$ cat src/rtl/cordic_gravity_vec.sv
// rtl/cordic_gravity_vec.sv - two-pass rotation-mode CORDIC turning pitch/roll/|g| into a body-frame gravity vector
// Pass 1 rotates (g/K, 0) by pitch; pass 2 rotates (x1/K, 0) by roll, reusing the same core and gain multiply.
module cordic_gravity_vec #(
  parameter int ITERATIONS = 12,
  parameter int DW         = 20
) (
  input  logic        clk,
  input  logic        rst_n,
  input  logic        start,
  input  logic [15:0] pitch_in,
  input  logic [15:0] roll_in,
  input  logic [15:0] g_in,
  output logic        busy,
  output logic        done,
  output logic        range_err,
  output logic [15:0] ax,
  output logic [15:0] ay,
  output logic [15:0] az
);

  localparam int ZW = 18;
  localparam logic [3:0] LAST_ITER = 4'(ITERATIONS - 1);
  localparam logic signed [DW-1:0] SAT_MAX = DW'(32767);
  localparam logic signed [DW-1:0] SAT_MIN = DW'(-32768);

  typedef enum logic [2:0] {
    S_IDLE, S_LOAD1, S_ROT1, S_LOAD2, S_ROT2, S_OUT, S_DONE
  } state_t;

  state_t r_state, w_next;

  logic signed [DW-1:0] r_x, r_y;
  logic signed [ZW-1:0] r_z, r_pitch, r_roll;
  logic [3:0]           r_cnt;
  logic [15:0]          r_g, r_ax;
  logic                 r_err;

  logic signed [31:0]   w_gain_in, w_prod;
  logic signed [DW-1:0] w_scaled, w_xs, w_ys, w_x_rot, w_y_rot;
  logic signed [ZW-1:0] w_atan, w_z_rot;
  logic                 w_d_pos;

  // Angles beyond +/-90 deg would leave the CORDIC convergence range.
  function automatic logic signed [ZW-1:0] clamp_ang(input logic [15:0] a);
    logic signed [15:0] s;
    s = $signed(a);
    if (s > 16'sd16384)       return ZW'(16384);
    else if (s < -16'sd16384) return ZW'(-16384);
    else                      return ZW'(s);
  endfunction

  function automatic logic over_range(input logic [15:0] a);
    logic signed [15:0] s;
    s = $signed(a);
    return (s > 16'sd16384) || (s < -16'sd16384);
  endfunction

  function automatic logic signed [ZW-1:0] atan_lut(input logic [3:0] i);
    case (i)
      4'd0:    return ZW'(8192);
      4'd1:    return ZW'(4836);
      4'd2:    return ZW'(2555);
      4'd3:    return ZW'(1297);
      4'd4:    return ZW'(651);
      4'd5:    return ZW'(326);
      4'd6:    return ZW'(163);
      4'd7:    return ZW'(81);
      4'd8:    return ZW'(41);
      4'd9:    return ZW'(20);
      4'd10:   return ZW'(10);
      4'd11:   return ZW'(5);
      4'd12:   return ZW'(3);
      4'd13:   return ZW'(1);
      4'd14:   return ZW'(1);
      default: return ZW'(0);
    endcase
  endfunction

  function automatic logic [15:0] sat16(input logic signed [DW-1:0] v);
    if (v > SAT_MAX)      return 16'h7fff;
    else if (v < SAT_MIN) return 16'h8000;
    else                  return v[15:0];
  endfunction

  // Single 1/K multiply shared by both load states.
  assign w_gain_in = (r_state == S_LOAD1) ? 32'($signed(r_g)) : 32'(r_x);
  assign w_prod    = w_gain_in * 32'sd19898;
  assign w_scaled  = DW'(w_prod >>> 15);

  assign w_xs    = r_x >>> r_cnt;
  assign w_ys    = r_y >>> r_cnt;
  assign w_atan  = atan_lut(r_cnt);
  assign w_d_pos = ~r_z[ZW-1];
  assign w_x_rot = w_d_pos ? (r_x - w_ys) : (r_x + w_ys);
  assign w_y_rot = w_d_pos ? (r_y + w_xs) : (r_y - w_xs);
  assign w_z_rot = w_d_pos ? (r_z - w_atan) : (r_z + w_atan);

  always_ff @(posedge clk or negedge rst_n) begin
    if (!rst_n) r_state <= S_IDLE;
    else        r_state <= w_next;
  end

  always_comb begin
    w_next = r_state;
    busy   = 1'b0;
    done   = 1'b0;
    case (r_state)
      S_IDLE:  if (start) w_next = S_LOAD1;
      S_LOAD1: begin busy = 1'b1; w_next = S_ROT1; end
      S_ROT1:  begin busy = 1'b1; if (r_cnt == LAST_ITER) w_next = S_LOAD2; end
      S_LOAD2: begin busy = 1'b1; w_next = S_ROT2; end
      S_ROT2:  begin busy = 1'b1; if (r_cnt == LAST_ITER) w_next = S_OUT; end
      S_OUT:   begin busy = 1'b1; w_next = S_DONE; end
      S_DONE:  begin done = 1'b1; if (!start) w_next = S_IDLE; end
      default: w_next = S_IDLE;
    endcase
  end

  always_ff @(posedge clk or negedge rst_n) begin
    if (!rst_n) begin
      r_x       <= '0;
      r_y       <= '0;
      r_z       <= '0;
      r_cnt     <= '0;
      r_pitch   <= '0;
      r_roll    <= '0;
      r_g       <= '0;
      r_err     <= 1'b0;
      r_ax      <= '0;
      ax        <= '0;
      ay        <= '0;
      az        <= '0;
      range_err <= 1'b0;
    end else begin
      case (r_state)
        S_IDLE: if (start) begin
          r_pitch <= clamp_ang(pitch_in);
          r_roll  <= clamp_ang(roll_in);
          r_g     <= g_in;
          r_err   <= over_range(pitch_in) | over_range(roll_in);
        end
        S_LOAD1: begin
          r_x   <= w_scaled;
          r_y   <= '0;
          r_z   <= r_pitch;
          r_cnt <= '0;
        end
        S_ROT1, S_ROT2: begin
          r_x   <= w_x_rot;
          r_y   <= w_y_rot;
          r_z   <= w_z_rot;
          r_cnt <= r_cnt + 4'd1;
        end
        // x now holds g*cos(pitch); it becomes the magnitude for the roll pass.
        S_LOAD2: begin
          r_ax  <= sat16(r_y);
          r_x   <= w_scaled;
          r_y   <= '0;
          r_z   <= r_roll;
          r_cnt <= '0;
        end
        S_OUT: begin
          ax        <= r_ax;
          ay        <= sat16(r_y);
          az        <= sat16(r_x);
          range_err <= r_err;
        end
        default: ;
      endcase
    end
  end

endmodule
$ cat config.mk
export PLATFORM = sky130hd
export DESIGN_NAME = cordic_gravity_vec
export DESIGN_NICKNAME = d
export VERILOG_FILES = /design/src/rtl/cordic_gravity_vec.sv
export SDC_FILE = /design/constraint.sdc
export NUM_CORES = 1
export LEC_CHECK = 0
export BUFFER_PORTS_ARGS = -buffer_cell sky130_fd_sc_hd__buf_4
export CAP_MARGIN = 20
export CORE_MARGIN = 2
export CORE_UTILIZATION = 36
export DETAILED_ROUTE_END_ITERATION = 6
export PLACE_DENSITY_LB_ADDON = 0.3
export SKIP_LAST_GASP = 1
export SLEW_MARGIN = 20
export SYNTH_ARGS = -nofsm -noshare
export SYNTH_HDL_FRONTEND = slang
export SYNTH_SLANG_ARGS = --single-unit
$ cat constraint.sdc
create_clock -name clk -period 8.3 [get_ports clk]
set_input_delay 0.415 -clock clk [delete_from_list [all_inputs] [get_ports clk]]
set_output_delay 0.415 -clock clk [all_outputs]
set_load 0.005 [all_outputs]
Word level (Yosys, flattened, before mapping):

Memory sizes are Yosys's and may differ from the RTL's.
Index checks and enable logic that the tools add are counted.

* add/sub/neg operators: 7
* $mul: 1
* magnitude comparators: 8
* equality and inequality tests: 11
* shift operators: 2
* multiplexer cells: 23
* bitwise logic cells: 1
* reductions and logical operators: 10

Operators with widths (count)
* 2-to-1 mux 18 bit: 5
* case mux 20 bit (2 select lines): 2
* 2-to-1 mux 16 bit: 4
* case mux 18 bit (3 select lines): 1
* adder 20 bit: 2
* greater-than comparator 20 x 16 -> 1 bit, second input constant: 2
* less-than comparator 20 x 16 -> 1 bit, second input constant: 2
* 2-to-1 mux 20 bit: 2
* >>> shifter 20 x 4 -> 20 bit: 2
* subtractor 20 bit: 2
* greater-than comparator 16 bit, second input constant: 2
* less-than comparator 16 x 15 -> 1 bit, second input constant: 2
* multiplier 32 x 15 -> 31 bit, second input constant: 1
* 2-to-1 mux 32 bit: 1
* case mux 3 bit (7 select lines): 1
* adder 18 bit: 1
* subtractor 18 bit: 1
* 2-to-1 mux 3 bit: 4
* equality test 3 bit, second input constant: 3
* inequality test 2 bit, second input constant: 4
* case mux 4 bit (2 select lines): 1
* equality test 3 x 2 -> 1 bit, second input constant: 2
* OR reduction 5 bit: 1
* adder 4 x 1 -> 4 bit, second input constant: 1
* other kinds (11): 14

* flip-flop bits (word level): 183
* bits in read-only memories: 224
* bits of input ports: 51
* output and inout bits: 51
* word-level logic and storage cells: 78
* memories: 1

Memory list
* (name not given): words 16, bits a word 14, rd ports 1, clocked after Yosys merged registers in 0, write ports 0, RTL line 59 `case (i)`

Logic depth before layout (Yosys ltp):

Gate-level depths: netlist (run 1).

* word-level depth: 4
* gate-level depth with buffers: 29
* mapped depth without buffers: 27

Worst setup path after synthesis (run 1):

No wires, ideal clock.

* path kind: register to register
* from: register r_state[0]
* to: register r_x[13]
* setup time: 0.136 ns
* arrival: 7.149 ns
* required time: 8.164 ns
* path slack: 1.015 ns
* cell stages (with the launch flop): 25
* buffers on the path: 1
* clock period less this slack: 7.285 ns
* cells stage by stage: dfrtp_1 nor3b_1 buf_1 and2_1 a21oi_1 inv_1 ha_1 inv_1 fa_1 inv_1 fa_1 fa_1 fa_1 inv_1 fa_1 inv_1 ha_1 a21o_1 a21o_1 a211o_1 a41oi_1 o21bai_1 o31ai_1 xor2_1 o21ai_0

* longest elaborated chain between the ends: 4
* elaborated cells on any way between the ends: 10
* those cells by class: mul: 1; eq/ne: 4; mux: 2; reduce/logical: 3

Ends and longest elaborated chain
* from (decl): RTL line 30 `state_t r_state, w_next;`
* from (signal assigned): RTL line 100 `else r_state <= w_next;`
* equality test 3 x 1 -> 1 bit: RTL line 86, 135
* 2-to-1 mux 32 bit: RTL line 86 `assign w_gain_in = (r_state == S_LOAD1) ? 32'($signed(r_g)) : 32'(r_x);`
* multiplier 32 x 15 -> 31 bit: RTL line 87 `assign w_prod = w_gain_in * 32'sd19898;`
* case mux 20 bit (2 select lines): RTL line 135 `case (r_state)`
* to (signal assigned): RTL line 143 `r_x <= w_scaled;`
* to (signal assigned): RTL line 149 `r_x <= w_x_rot;`
* to (signal assigned): RTL line 157 `r_x <= w_scaled;`
* to (decl): RTL line 32 `logic signed [DW-1:0] r_x, r_y;`

Several ways; a longest one is shown, not always the timed one.
A chain may end at the register's enable or synchronous reset.

Worst setup path in the final report (run 1):

* from: register r_state[1]
* to: register r_x[12]

The elaborated chain is that of the path after synthesis.

==> metrics.md, run 1 <==
| Metric | Value |
|---|---|
| GRT Residual Overflow | 0 |
| Root Driver | clkbuf_16 |
| Gate Count Post-Synth | around 2100 |
| Placed Area | about 20000 um^2 |
| Vias | 15600 |
| Syn. warnings | 0 |
| Hold crit path type | in -> reg |
| Slew HR | about a third |
| Setup Fix Bufs, Post-CTS | 0 |
| Gp weighted congestion | ~0.94 |
| Antenna cells | 0 |
| Outcome | finished clean |
| Vias in the first global route | 15900 |
| Ratio of cells with drive above 1 in the final layout | about an eighth |
| Clock-pin slew on the worst setup and hold paths | approximately 80 ps |
| Final Skew | 12.8 ps |
| Hold Vio Cnt, Final | 0 |
| Delay-heaviest family, CP | adder cells |
| Setup WS post-layout | ~780 ps |
| Register area share after synthesis | 23.3% |
| Worst Tran Pin Value | 946 ps |
| Worst setup path class | reg -> reg |
| CP max FO | 28 |
| 1st-iter DRT viols | roughly 1000 |
| Crit end category | register |
| Critical path required time | approximately 8700 ps |
| Resized cells post-CTS | 0 |
| CP max-delay cell | mux2i_1 |
| GRT Total Usage | around a fifth |
| Vias per Instance | around 5.4 |
| Core Footprint | about 53000 um^2 |
| Port Buffers | roughly 100 |
| DRT Pass-1 Iters | 5 |
| Syn_area_per_cell | between 8 and 9 um^2 |
| Setup TNS Final | 0 ps |
| DP Wirelength | 41500 um |
| Worst setup SP type | register |
| Design area | 21100 um^2 |
| Synth area leader | dfrtp_1 |
| First-pass GRT wire length | approximately 87000 um |
| Syn Std Cell Area | approximately 19000 um^2 |
| Async S/R FF share, synth | 100% |
| DRC | 0 |
| Most common cell in the netlist | nand2_1 |
| Setup Viol. Count Final | 0 |
| Starting density of the core | 36.4% |
| Initial antenna violation count | 0 |
| Largest cells by area after synthesis | dfrtp_1 (23%), fa_1 (13%), ha_1 (12%) |
| Hold-fix buffers at CTS | 1 |
| Main synth FF type | dfrtp_1 |
| Detailed Route WL | about 54000 um |
| Yosys cell types | 84 |
| Clk Latency, worst-skew pair | 510 ps |
| Wire per inst | roughly 19 um |
| Max Clk Rate | ~130 MHz |
| Rows | 84 |
| Clock tree buffer depth | 2 |
| FF+latch count, synth | ~180 |
| Share of the synthesized area in the top cell type | 23.3% |
| Most frequent CP cell | fa_1 |
| Syn Nets | between 2000 and 2500 |
| Sink Count | between 150 and 200 |
| Critical Path Max Stage Delay | about 570 ps |
| Layout area overhead | 9.88% |
| Layout Nets | 2537 |
| Fin crit share | slightly above 90% |
| I/O pin cnt | 102 |
| Post-synth top cells | nand2_1 (271), inv_1 (242), dfrtp_1 (179), ha_1 (179), o21ai_0 (159) |
| Die area | about 55000 um^2 |
| DIE HEIGHT | between 200 and 250 um |
| Die Wd | between 200 and 250 um |
| Max-Cap Viols | 0 |
| Max-slew violations | 0 |
| Final Critical Period | around 7500 ps |
| TritonCTS Buffers | 17 |
| Post-route ant nets | 0 |
| R2R Setup Slk | between 700 and 800 ps |
| Crit path DAT | roughly 7900 ps |
| Largest net degree at the start of global routing | 70 |
| Critical path buffers and inverters | 5 |
| RSZ-0062 raised after global routing | no |
| Dpl ws | a little over 800 ps |
| Number of synthesized flops with an enable pin | 0 |
| CTS tree | done |
| Depth of the CTS H-tree | 4 |
==> sequential cells by signal (all words and copies together) (netlist names), 3 cells and up <==
| signal | cells |
|---|---|
| ax | 16 |
| ay | 16 |
| az | 16 |
| r_ax | 16 |
| r_cnt | 4 |
| r_g | 16 |
| r_pitch | 16 |
| r_roll | 16 |
| r_state | 3 |
| r_x | 20 |
| r_y | 20 |
| r_z | 18 |
==> cell families after synthesis <==
kind of cell	count (synthesis)	synth area share (%)
compound gates	492	16.3
buf+inv	351	7.75
mux	117	8.80
simple gates	566	13.2
flops	179	23.3
fa+ha+maj	299	24.2
xor+xnor	140	6.43
==> cell usage in the layout, fill, tap and decap left out, types with 5 or more instances in the layout <==
| master | n |
|---|---|
| or3_1 | 9 |
| nand2b_1 | 18 |
| o21ai_0 | 159 |
| dfrtp_1 | 175 |
| mux2_2 | 46 |
| o22ai_1 | 12 |
| clkbuf_16 | 17 |
| mux2_1 | 5 |
| a31oi_1 | 26 |
| a21boi_0 | 6 |
| nand2_1 | 270 |
| a222oi_1 | 10 |
| nor4_1 | 12 |
| o31ai_1 | 9 |
| a211oi_1 | 14 |
| a21oi_1 | 107 |
| and2_1 | 15 |
| buf_4 | 125 |
| xnor2_1 | 65 |
| mux2i_1 | 31 |
| a21o_1 | 37 |
| o21a_1 | 14 |
| a221oi_1 | 7 |
| and3_1 | 9 |
| fa_1 | 120 |
| inv_1 | 242 |
| a41oi_1 | 6 |
| xor2_1 | 74 |
| inv_6 | 5 |
| o211ai_1 | 8 |
| o21ai_1 | 6 |
| nor2_1 | 114 |
| a22o_1 | 26 |
| nand3_1 | 40 |
| nor2b_1 | 19 |
| a211o_1 | 5 |
| nand4_1 | 6 |
| ha_1 | 179 |
| nor3_1 | 27 |
| mux4_2 | 31 |
==> tightest hold or removal path: stages <==
cell and delay (ps):
buf_4 80, nand2_1 40, nand2_1 40
==> path summary, 6_finish.rpt <==
path,startpoint,endpoint,depth (start not counted)
max,r_state[1],r_x[12],25
min,g_in[12],r_g[12],3
max reg2reg,r_state[1],r_x[12],25
min reg2reg,az[13],az[13],2
max in group asynchronous,rst_n,r_cnt[2],3
min in group asynchronous,rst_n,ax[9],2
==> stage by stage <==
| step | std cells | hold slack (ps) | util [%] |
|---|---|---|---|
| 2_1_floorplan | 2144 | 119 | - |
| 3_3_place_gp | 2854 | 399 | 38.9 |
| 3_5_place_dp | 2854 | 402 | 38.9 |
| 4_1_cts | 2887 | 70.7 | 40.0 |
| 5_1_grt | 2888 | 91.5 | 40.0 |
| 6_report | 2888 | 100 | 40.0 |
==> cell type report <==
cell class,instances,area (um^2)
Inverter,247,935
Fill cell,5309,31600
Tap cell,688,861
Timing Repair Buffer,128,990
Sequential cell,179,4480
Clock inverter,14,146
Clock buffer,18,429
Multi-Input combinational cell,1614,13200
==> layer usage <==
layer | GRT usage [%] | routed length [um] | vias up | part of all wire, %
met1 | 26.4 | 24300 | 7661 | 45
met4 | 6.23 | 1150 | 0 | 2.1
li1 | - | - | 7467 | -
met5 | 0 | 0 | - | 0
met2 | 32.4 | 25200 | 395 | 47
met3 | 4.37 | 2890 | 65 | 5.4
Power of run 1 is left out: the tool's default activity adds up to more than one toggle a clock period on the data nets, which glitch-free logic cannot reach.
==> run 2, diff against run 1 <==
- BUFFER_PORTS_ARGS: -buffer_cell sky130_fd_sc_hd__buf_4 -> default
- DONT_BUFFER_PORTS: default -> 1
==> run 2 against run 1 <==
Net effect:
- maximum frequency fell by 2.3%
- hold slack got worse by 63 ps
- sequential cell count did not move
- routed wire length fell by 1.1%
- sequential share of layout area rose by 0.64 points
- utilization fell by 1.2 points
- clock skew fell by 1.8 ps
- via count fell by 2.3%
- clock-buffer cell count did not move
- critical endpoint is now r_x[19]
- largest cell class unchanged
==> metrics.md, run 2 (synthesized netlist as in run 1, its figures left out) <==
| Metric | Value |
|---|---|
| Outcome | finished clean (unchanged) |
| Final Skew | 11.1 ps (was 12.8 ps) |
| Hold Vio Cnt, Final | 0 (unchanged) |
| GRT Residual Overflow | 0 (unchanged) |
| Most frequent cells in the layout | nand2_1 (270), inv_1 (242), ha_1 (179) (unchanged) |
| Antenna cells | 0 (unchanged) |
| Crit path DAT | 8090 ps (was 7940 ps) |
| Vias per Instance | 5.45 (was 5.40) |
| Worst Tran Pin Value | 1120 ps (was 946 ps) |
| DRT Pass-1 Iters | 6 (was 5) |
| 1st-iter DRT viols | 1056 (was 1016) |
| Critical path required time | 8690 ps (was 8720 ps) |
| Layout area overhead | 6.65% (was 9.88%) |
| Clk Latency, worst-skew pair | 500 ps (was 510 ps) |
| CP max FO | 28 (unchanged) |
| Resized cells post-CTS | 0 (unchanged) |
| Max-slew violations | 0 (unchanged) |
| Vias | 15200 (was 15600) |
| Gp weighted congestion | 0.912 (was 0.937) |
| DP Wirelength | 40600 um (was 41500 um) |
| CTS tree | done (unchanged) |
| Die Wd | 235 um (unchanged) |
| Detailed Route WL | 52900 um (was 53500 um) |
| Post-route ant nets | 0 (unchanged) |
| Layout Nets | 2445 (was 2537) |
| Setup Viol. Count Final | 0 (unchanged) |
| I/O pin cnt | 102 (unchanged) |
| Setup TNS Final | 0 ps (unchanged) |
| Core Footprint | 52700 um^2 (unchanged) |
| Largest net degree at the start of global routing | 180 (was 70) |
| First-pass GRT wire length | 85800 um (was 87200 um) |
| Max Clk Rate | 130 MHz (was 133 MHz) |
| Clock tree buffer depth | 2 (unchanged) |
| Critical Path Max Stage Delay | 660 ps (was 570 ps) |
| Root Driver | clkbuf_16 (unchanged) |
| Rows | 84 (unchanged) |
| Port Buffers | 0 (was 101) |
| Most frequent CP cell | fa_1 (unchanged) |
| Initial antenna violation count | 0 (unchanged) |
| Fin util | 38.9% (was 40.0%) |
| Vias in the first global route | 15600 (was 15900) |
| Die area | 55200 um^2 (unchanged) |
| GRT Total Usage | 19.7% (was 19.9%) |
| Worst r2r src | r_state[1] (unchanged) |
| DRC | 0 (unchanged) |
| Commonest non-fill, non-tap cell in the layout | nand2_1 (unchanged) |
| Starting density of the core | 36.4% (unchanged) |
| Worst Hold Launch | g_in[10] (was g_in[12]) |
| Clock-pin slew on the worst setup and hold paths | 70 ps (was 80 ps) |
| Fin crit share | 92.8% (was 90.6%) |
| Worst setup path class | reg -> reg (unchanged) |
| Wire per inst | 18.9 um (was 18.5 um) |
| Hold crit path type | in -> reg (unchanged) |
| Dpl ws | 755 ps (was 825 ps) |
| CP max-delay cell | mux2i_1 (unchanged) |
| Slew HR | 24.8% (was 35.2%) |
| TritonCTS Buffers | 17 (unchanged) |
| DIE HEIGHT | 235 um (unchanged) |
| Smallest hold slack | 37.0 ps (was 100 ps) |
| Final Critical Period | 7700 ps (was 7520 ps) |
| Max-Cap Viols | 0 (unchanged) |
| Depth of the CTS H-tree | 4 (unchanged) |
| RSZ-0062 raised after global routing | no (unchanged) |
| Setup crit start | r_state[1] (unchanged) |
| Largest regs | r_x x20, r_y x20, r_z x18 (unchanged) |
| Worst setup SP type | register (unchanged) |
| Sink Count | 179 (unchanged) |
| Setup WS post-layout | 601 ps (was 779 ps) |
| Ratio of cells with drive above 1 in the final layout | 7.54% (was 12.0%) |
| Crit end category | register (unchanged) |
## run 2: changes by cell type in the layout (fill, tap and decap cells not counted), moves of 2 or more
cell           change
clkinvlp_4         -2
dlygate4sd3_1     +14
inv_8              +3
clkinv_8           +2
buf_4            -106
clkinv_2           -2
## run 2: path summary, 6_finish.rpt
| path | to | slack, ps | cells after the start |
|---|---|---|---|
| worst max-delay path | r_x[19] | 600 | 25 |
| worst min-delay path | r_g[10] | 40 | 2 |
| worst max register to register | r_x[19] | 600 | 25 |
| worst min register to register | r_ax[4] | 480 | 2 |
| max in group asynchronous | r_cnt[0] | 6800 | 3 |
| min in group asynchronous | r_ax[9] | 450 | 2 |
## run 2: cell type report
| type | instances | area, um^2 |
|---|---|---|
| fillers | 5264 | 32200 |
| flip-flops and latches | 179 | 4480 |
| multi-input cells | 1614 | 13200 |
| clock buffers | 18 | 439 |
| well taps | 688 | 861 |
| repair buffers | 36 | 348 |
| inverters | 247 | 935 |
| clock inverters | 14 | 158 |
## run 2: stage by stage
step | instances | cell area [um^2]
after floorplan | 2144 | 19200
final | 2796 | 20500
after global routing | 2796 | 20500
after CTS | 2794 | 20400
after global placement | 2747 | 19700
after detailed placement | 2747 | 19700
## run 2: timing repair
action	4_1_cts	5_1_grt
buffers inserted	0	0
hold buffers	15	1
hold endpoints to repair	193	60
setup endpoints to repair	0	0
## run 2: critical path, delay by kind of cell, from the launching register on
| kind | cells | cell delay, ps |
|---|---|---|
| adders and majority gates | 7 | 2940 |
| AOI/OAI and AO/OA | 5 | 1480 |
| and+or+nand+nor | 5 | 920 |
| buffers and inverters | 5 | 790 |
| muxes | 1 | 660 |
| DFF | 1 | 380 |
| xor gates and xnor gates | 2 | 360 |
## run 2: per-layer routing
layer	GRT usage [%]	share of wire [%]	vias to the layer above
met1	26.2	45	7424
met5	0	0	-
met4	6.96	3.0	0
li1	-	-	7285
met2	31.4	46	423
met3	4.43	5.8	100
Power of run 2 is left out for the same reason.
